==> src/rtl/sdram_port_arbiter.sv <==
// sdram_port_arbiter: shares one SDRAM port between buffered download writes and VFD pixel reads
module sdram_port_arbiter #(
  parameter int ADDR_W = 25,
  parameter int DATA_W = 8,
  parameter int TMO    = 255
) (
  input  logic              clk,
  input  logic              reset,
  input  logic              dl_wr,
  input  logic [ADDR_W-1:0] dl_addr,
  input  logic [DATA_W-1:0] dl_data,
  output logic              dl_wait,
  input  logic              rd_req,
  input  logic [ADDR_W-1:0] rd_addr,
  output logic [DATA_W-1:0] rd_data,
  output logic              rd_valid,
  output logic [ADDR_W-1:0] sd_addr,
  output logic [DATA_W-1:0] sd_din,
  output logic              sd_we,
  output logic              sd_rd,
  input  logic [DATA_W-1:0] sd_dout,
  input  logic              sd_ack,
  output logic              tmo_err
);
  typedef enum logic [2:0] {IDLE, ISSUE_W, ISSUE_R, WAIT_W, WAIT_R} state_t;
  state_t state;
  logic full, last_w;
  logic [ADDR_W-1:0] buf_addr;
  logic [DATA_W-1:0] buf_data;
  logic [7:0] cnt;
  logic w_pend, r_pend, grant_w, waiting, tmo, done, free;
  // a read whose rd_valid is showing this cycle is finished, not pending again
  always_comb begin
    w_pend  = full | dl_wr;
    r_pend  = rd_req & ~rd_valid;
    grant_w = w_pend & (~r_pend | ~last_w);
    waiting = (state == WAIT_W) | (state == WAIT_R);
    tmo     = waiting & ~sd_ack & (cnt == 8'(TMO - 1));
    done    = waiting & (sd_ack | tmo);
    free    = done & (state == WAIT_W);
  end
  assign dl_wait = full;
  always_ff @(posedge clk) begin
    if (reset) begin
      state    <= IDLE;
      full     <= 1'b0;
      last_w   <= 1'b0;
      buf_addr <= '0;
      buf_data <= '0;
      cnt      <= '0;
      rd_data  <= '0;
      rd_valid <= 1'b0;
      sd_addr  <= '0;
      sd_din   <= '0;
      sd_we    <= 1'b0;
      sd_rd    <= 1'b0;
      tmo_err  <= 1'b0;
    end else begin
      sd_we    <= 1'b0;
      sd_rd    <= 1'b0;
      rd_valid <= 1'b0;
      if (dl_wr && (!full || free)) begin
        buf_addr <= dl_addr;
        buf_data <= dl_data;
        full     <= 1'b1;
      end else if (free) begin
        full <= 1'b0;
      end
      case (state)
        IDLE: begin
          if (grant_w) begin
            state  <= ISSUE_W;
            last_w <= 1'b1;
          end else if (r_pend) begin
            state  <= ISSUE_R;
            last_w <= 1'b0;
          end
        end
        ISSUE_W: begin
          state   <= WAIT_W;
          sd_we   <= 1'b1;
          sd_addr <= buf_addr;
          sd_din  <= buf_data;
          cnt     <= '0;
        end
        ISSUE_R: begin
          state   <= WAIT_R;
          sd_rd   <= 1'b1;
          sd_addr <= rd_addr;
          cnt     <= '0;
        end
        WAIT_W, WAIT_R: begin
          if (done) begin
            state <= IDLE;
            if (state == WAIT_R) begin
              rd_data  <= sd_ack ? sd_dout : '0;
              rd_valid <= 1'b1;
            end
            if (tmo) tmo_err <= 1'b1;
          end else begin
            cnt <= cnt + 8'd1;
          end
        end
        default: state <= IDLE;
      endcase
    end
  end
endmodule

==> config.mk <==
export PLATFORM = sky130hd
export DESIGN_NAME = sdram_port_arbiter
export DESIGN_NICKNAME = d
export VERILOG_FILES = /design/src/rtl/sdram_port_arbiter.sv
export SDC_FILE = /design/constraint.sdc
export NUM_CORES = 1
export LEC_CHECK = 0
export CELL_PAD_IN_SITES_DETAIL_PLACEMENT = 1
export CELL_PAD_IN_SITES_GLOBAL_PLACEMENT = 1
export CORE_MARGIN = 1
export CORE_UTILIZATION = 36
export DETAILED_ROUTE_END_ITERATION = 8
export HOLD_SLACK_MARGIN = 0.05
export PLACE_DENSITY = 0.92
export SETUP_SLACK_MARGIN = 0.05
export SLEW_MARGIN = 30
export SYNTH_ARGS = -nofsm -noshare
export SYNTH_HDL_FRONTEND = slang
export SYNTH_SLANG_ARGS = --single-unit
==> constraint.sdc <==
create_clock -name clk -period 4.8 [get_ports clk]
set_input_delay 1.2 -clock clk [delete_from_list [all_inputs] [get_ports clk]]
set_output_delay 1.2 -clock clk [all_outputs]
set_load 0.02 [all_outputs]
* Word level (Yosys, flattened, before mapping)
Cells that the tools add are included.
** Word-level totals
- Bits in registers :: 91
- Word-level logic and storage cells :: 69
** Operators by class
- Add/subtract/negate cells :: 1
- Equality and inequality tests :: 8
- Mux-type cells :: 15
- Bitwise operators :: 16
- Reduce and logical (&&, ||, !) cells :: 16
** Operators by type and width (count)
- $pmux W25 S2 :: 1
- $mux W8 :: 2
- $pmux W8 S2 :: 1
- $pmux W3 S4 :: 1
- $mux W3 :: 3
- $add A8 B1 Y8 const B :: 1
- $eq A8 B8 Y1 const B :: 1
- $reduce_bool A2 Y1 :: 4
- $mux W1 :: 7
- $and A1 B1 Y1 :: 6
- $eq A3 B2 Y1 const B :: 2
- $not A1 Y1 :: 6
- $reduce_and A2 Y1 :: 3
- $reduce_and A3 Y1 :: 2
- $ne A2 B2 Y1 const B :: 2
- $or A1 B1 Y1 :: 4
- $reduce_or A2 Y1 :: 2
- $eq A3 B1 Y1 const B :: 1
- $eq A3 B3 Y1 const B :: 1
- $logic_not A3 Y1 :: 1
- $ne A3 B3 Y1 const B :: 1
- $reduce_or A3 Y1 :: 1
- $logic_and A1 B1 Y1 :: 1
- $logic_not A1 Y1 :: 1
- $logic_or A1 B1 Y1 :: 1

* Depth between registers and ports, before layout
- Word-level depth :: 10
- Depth in mapped cells :: 8
- Mapped depth without buffers :: 6

* Least setup slack after synthesis
Ideal clock, no wire load.
- Path type :: input-to-reg
- Start :: input sd_ack
- End :: register cnt[7]
- Library setup time :: 70 ps
- Arrival :: 2590 ps
- Path slack :: 2140 ps
- Cell stages on the path :: 6
- Buffers on the path :: 2
- Cell sequence :: and4b_1 -> buf_6 -> a221o_1 -> buf_6 -> or4_1 -> a21oi_1
** Between the ends
- Longest elaborated chain between the ends :: 7
** Ends and longest elaborated chain
- start, declared :: RTL line 22 : input logic sd_ack,
- $not A1 Y1 :: RTL line 38 : tmo = waiting & ~sd_ack & (cnt == 8'(TMO - 1));
- $and A1 B1 Y1 (2 in a row) :: RTL line 38
- $or A1 B1 Y1 * :: RTL line 39 : done = waiting & (sd_ack | tmo);
- $and A1 B1 Y1 * :: RTL line 39
- $ne A2 B2 Y1 (no line) *
- $reduce_and A2 Y1 (no line) *
- end signal, assigned :: RTL line 101 : cnt <= cnt + 8'd1;
- end, declared :: RTL line 30 : logic [7:0] cnt;
Every way passes the cells marked *; elsewhere a longest branch is shown, timed or not.
A chain may end at the register's enable or synchronous reset.

* Final worst setup path
- Start :: input sd_ack
- End :: register buf_addr[13]
** Between the ends
- Longest elaborated chain between the ends :: 8
** Ends and longest elaborated chain
- $not A1 Y1 :: RTL line 38
- $and A1 B1 Y1 (2 in a row) :: RTL line 38
- $or A1 B1 Y1 * :: RTL line 39
- $and A1 B1 Y1 * :: RTL line 39
- $and A1 B1 Y1 * :: RTL line 40 : free = done & (state == WAIT_W);
- $logic_or A1 B1 Y1 * :: RTL line 62 : if (dl_wr && (!full || free)) begin
- $logic_and A1 B1 Y1 * :: RTL line 62
- end signal, assigned :: RTL line 63 : buf_addr <= dl_addr;
- end, declared :: RTL line 28 : logic [ADDR_W-1:0] buf_addr;
Marks and branches as above.

==> summary.md <==
| Metric | Value |
|---|---|
| Outcome | `finished clean` |
| Critical Path Fanout Max | `19` |
| Inst Count DP | `between 600 and 700` |
| Seq/Total Area, Yosys | `between 50 and 60%` |
| Async S/R FF share, synth | `0%` |
| Setup Buffers After CTS | `0` |
| Final worst-path cycle share | `between 60% and 70%` |
| Sw Ratio | `30.59%` |
| Final wirelength | `approximately 12000 µm` |
| Longest Clk Path Bufs | `2` |
| GRT Overall Usage | `between 20% and 30%` |
| Register area | `between 1500 and 2000 µm²` |
| Layout cell share with drive strength beyond 1 | `under 10%` |
| Vias in the first global route | `approximately 3.8k` |
| PD cells | `approximately 330 nW/µm²` |
| Hold Path Class | `reg -> reg` |
| Post-route cell area | `about 5000 µm²` |
| Post-CTS sizing | `0` |
| Vias | `around 3.6k` |
| Static leakage | `1.679 nW` |
| Finished Layout Cells | `around 680` |
| Placer Congestion | `approximately 0.74` |
| Sequential share of power | `50.8%` |
| Power share of the combinational group | `20.3%` |
| Die Height | `102.6 µm` |
| Fill cells | `between 1k and 1.5k` |
| Maximum vdd drop | `~0.14 mV` |
| Global-route wire length before repair | `18630 µm` |
| DRC errors left | `0` |
| DR WL/cell | `between 15 and 20 µm` |
| Layout area overhead | `38.13%` |
| Via-to-Cell Ratio | `about 5.3` |
| R2R Setup Slk | `approximately 2500 ps` |
| Slew margin rel. | `between 40% and 50%` |
| FF+latch count, synth | `91` |
| RSZ-0062 raised after global routing | `no` |
| Initial cell density of the core | `a little under two fifths` |
| Multi-input logic area | `approximately 1600 µm²` |
| Deepest level of the CTS H-tree | `3` |
| Largest net degree at the start of global routing | `42` |
| Internal power | `1.147 mW` |
| Port bufs | `116` |
| Synth Instances | `around 440` |
| Setup Skew | `around 17 ps` |
| Core Rows | `36` |
| GRT met1 Usage | `between 20% and 30%` |
| Critical Path AT | `between 3000 and 4000 ps` |
| Final layout net count | `a little over 600` |
| Initial DRC Count | `116` |
| Met2 Resource Use GR | `between 40% and 50%` |
| Minimum hold slack | `roughly 440 ps` |
| Final setup fails | `0` |
| Tightest Pin Transition | `around 850 ps` |
| Yosys Warn Count | `0` |
| Setup CP Type | `in -> reg` |
| Sink Count | `91` |
| Syn_area_per_cell | `8.222 µm²` |
| Required @ worst endpoint | `about 5000 ps` |
| Peak Freq | `around 320 MHz` |
| Global routing's busiest layer | `met2` |
| Top FF cell, synth | `dfxtp_1` |
| Post-synth EDFFs | `0` |
| Fin. max-slew vios | `0` |
| Fin crit period | `~3100 ps` |
| Mapped Nets | `516` |
| Post-Route Setup TNS | `0 ps` |
| TritonCTS buffer count | `9` |
| N_diodes | `0` |
| Hold-fix buffers at CTS | `0` |
| Die footprint | `between 10000 and 15000 µm²` |
| Mapped Area | `3642 µm²` |
| Clk_lat worst skew | `about 350 ps` |
| Max cap viols | `0` |
| Post-DP Area | `between 4000 and 5000 µm²` |
| Endpoint class of the critical path | `flip-flop` |
| Post-DP HPWL | `slightly above 8000 µm` |
| Worst-path clk slew | `~100 ps` |
| CORE AREA | `9774 µm²` |
| Die Wd | `~100 µm` |
| Top Ports | `between 100 and 150` |
| Pwr Total | `about 1.7 mW` |
| Antenna violations before repair | `0` |
| GR Overflow Total | `0` |
| CTS tree | `built` |
| Fin. Hold Viols | `0` |
| Clock share of power | `between 20% and 30%` |
| Grt met3 use | `~3.6%` |
| Worst setup SP type | `primary input` |
| Antenna viol nets, final | `0` |
| Switching power | `0.5056 mW` |
| Drt first pass iters | `4` |
| Post-synthesis cell type count | `38` |
| Root Buffer | `clkbuf_8` |
-- sequential cells by signal, indices dropped and copies added, names as in the netlist, 3 cells and up --
name	count
buf_addr	25
sd_addr	25
buf_data	8
cnt	8
rd_data	8
sd_din	8
state	3
-- critical path: stages --
cell	delay [ps]
clkdlybuf4s50_1	640
and4b_1	330
a211oi_4	680
buf_8	240
o21ai_0	110
a21oi_1	180
-- metrics by stage --
step,setup slack [ps],utilization (%)
floorplan,2140,-
global placement,1165,49.45
detailed placement,1333,49.64
CTS,1683,51.46
global route,1494,51.47
finish,1681,51.47
-- metal layers --
layer | part of all wire [%] | vias to the layer above
met5 | 0 | -
met4 | 1.1 | 0
met3 | 4.9 | 11
met2 | 50 | 96
met1 | 44 | 1744
li1 | - | 1742
-- synthesized netlist by cell type, types with 2 or more instances --
library cell   n  area (µm²)
a21oi_1       61       305.3
a22oi_1       17       127.6
a311oi_1       9       78.83
buf_2          4       20.02
buf_6          3       33.78
clkbuf_1      29       108.9
dfxtp_1       91        1822
ha_1           2       25.02
inv_1         23       86.33
nand2_1       49       183.9
nand2b_1       3       18.77
nand3_1       40       200.2
nand4_1        3       18.77
nor2_1        15       56.30
nor2b_1        3       18.77
nor3_1         3       15.01
o21ai_0       63       315.3
o31ai_1        2       15.01
or3b_2         2       17.52
or4_1          3       22.52
-- area by class of cell --
| cell class | count | share of cell area [%] |
|---|---|---|
| well taps | 133 | 3.308 |
| repair buffers | 119 | 23.58 |
| multi-input cells | 293 | 31.66 |
| inverters | 23 | 1.716 |
| clock inverters | 6 | 0.9948 |
| clock buffers | 10 | 2.537 |
| flip-flops and latches | 91 | 36.21 |
-- placed cells by master (no fill, tap or decap), drive strengths merged, types with 2 or more instances in the layout --
master / Yosys / final
o31ai: 2 / 2
nand4: 3 / 3
o21ai: 63 / 63
clkbuf: 29 / 10
nand2b: 3 / 3
a21oi: 61 / 61
buf: 7 / 4
nor2b: 3 / 3
a311oi: 9 / 9
ha: 2 / 2
nor3: 3 / 3
nor2: 16 / 16
clkdlybuf4s50: 0 / 115
clkinvlp: 0 / 2
nand3: 40 / 40
a22oi: 17 / 17
nand2: 49 / 49
clkinv: 0 / 3
or4: 3 / 3
or3b: 3 / 3
inv: 23 / 24
dfxtp: 91 / 91
-- final timing paths --
check	startpoint	to	depth (start not counted)
setup / recovery	sd_ack	buf_addr[13]	6
setup reg to reg	state[0]	sd_addr[17]	4
hold / removal	buf_data[5]	sd_din[5]	2
hold reg to reg	buf_data[5]	sd_din[5]	2
-- cell families (layout without fill, tap and decap cells) --
kind of cell	Yosys count	after routing	synth area share, %
AND/OR/NAND/NOR	128	128	16.70
AO/OA/AOI/OAI	162	162	25.52
adder cells (fa/ha/maj)	2	2	0.6869
buffers and inverters	59	158	6.836
XOR/XNOR	1	1	0.2405
flip-flops	91	91	50.02
-- power by group through the flow --
stage | registers (mW) | logic, mW | clock network [mW]
2_1_floorplan | 0.882 | 0.145 | 0
3_3_place_gp | 0.852 | 0.320 | 0
3_5_place_dp | 0.858 | 0.335 | 0
4_1_cts | 0.841 | 0.338 | 0.481
5_1_grt | 0.847 | 0.364 | 0.521
6_report | 0.840 | 0.336 | 0.477
No activity file was read; power rests on OpenSTA's default activity.
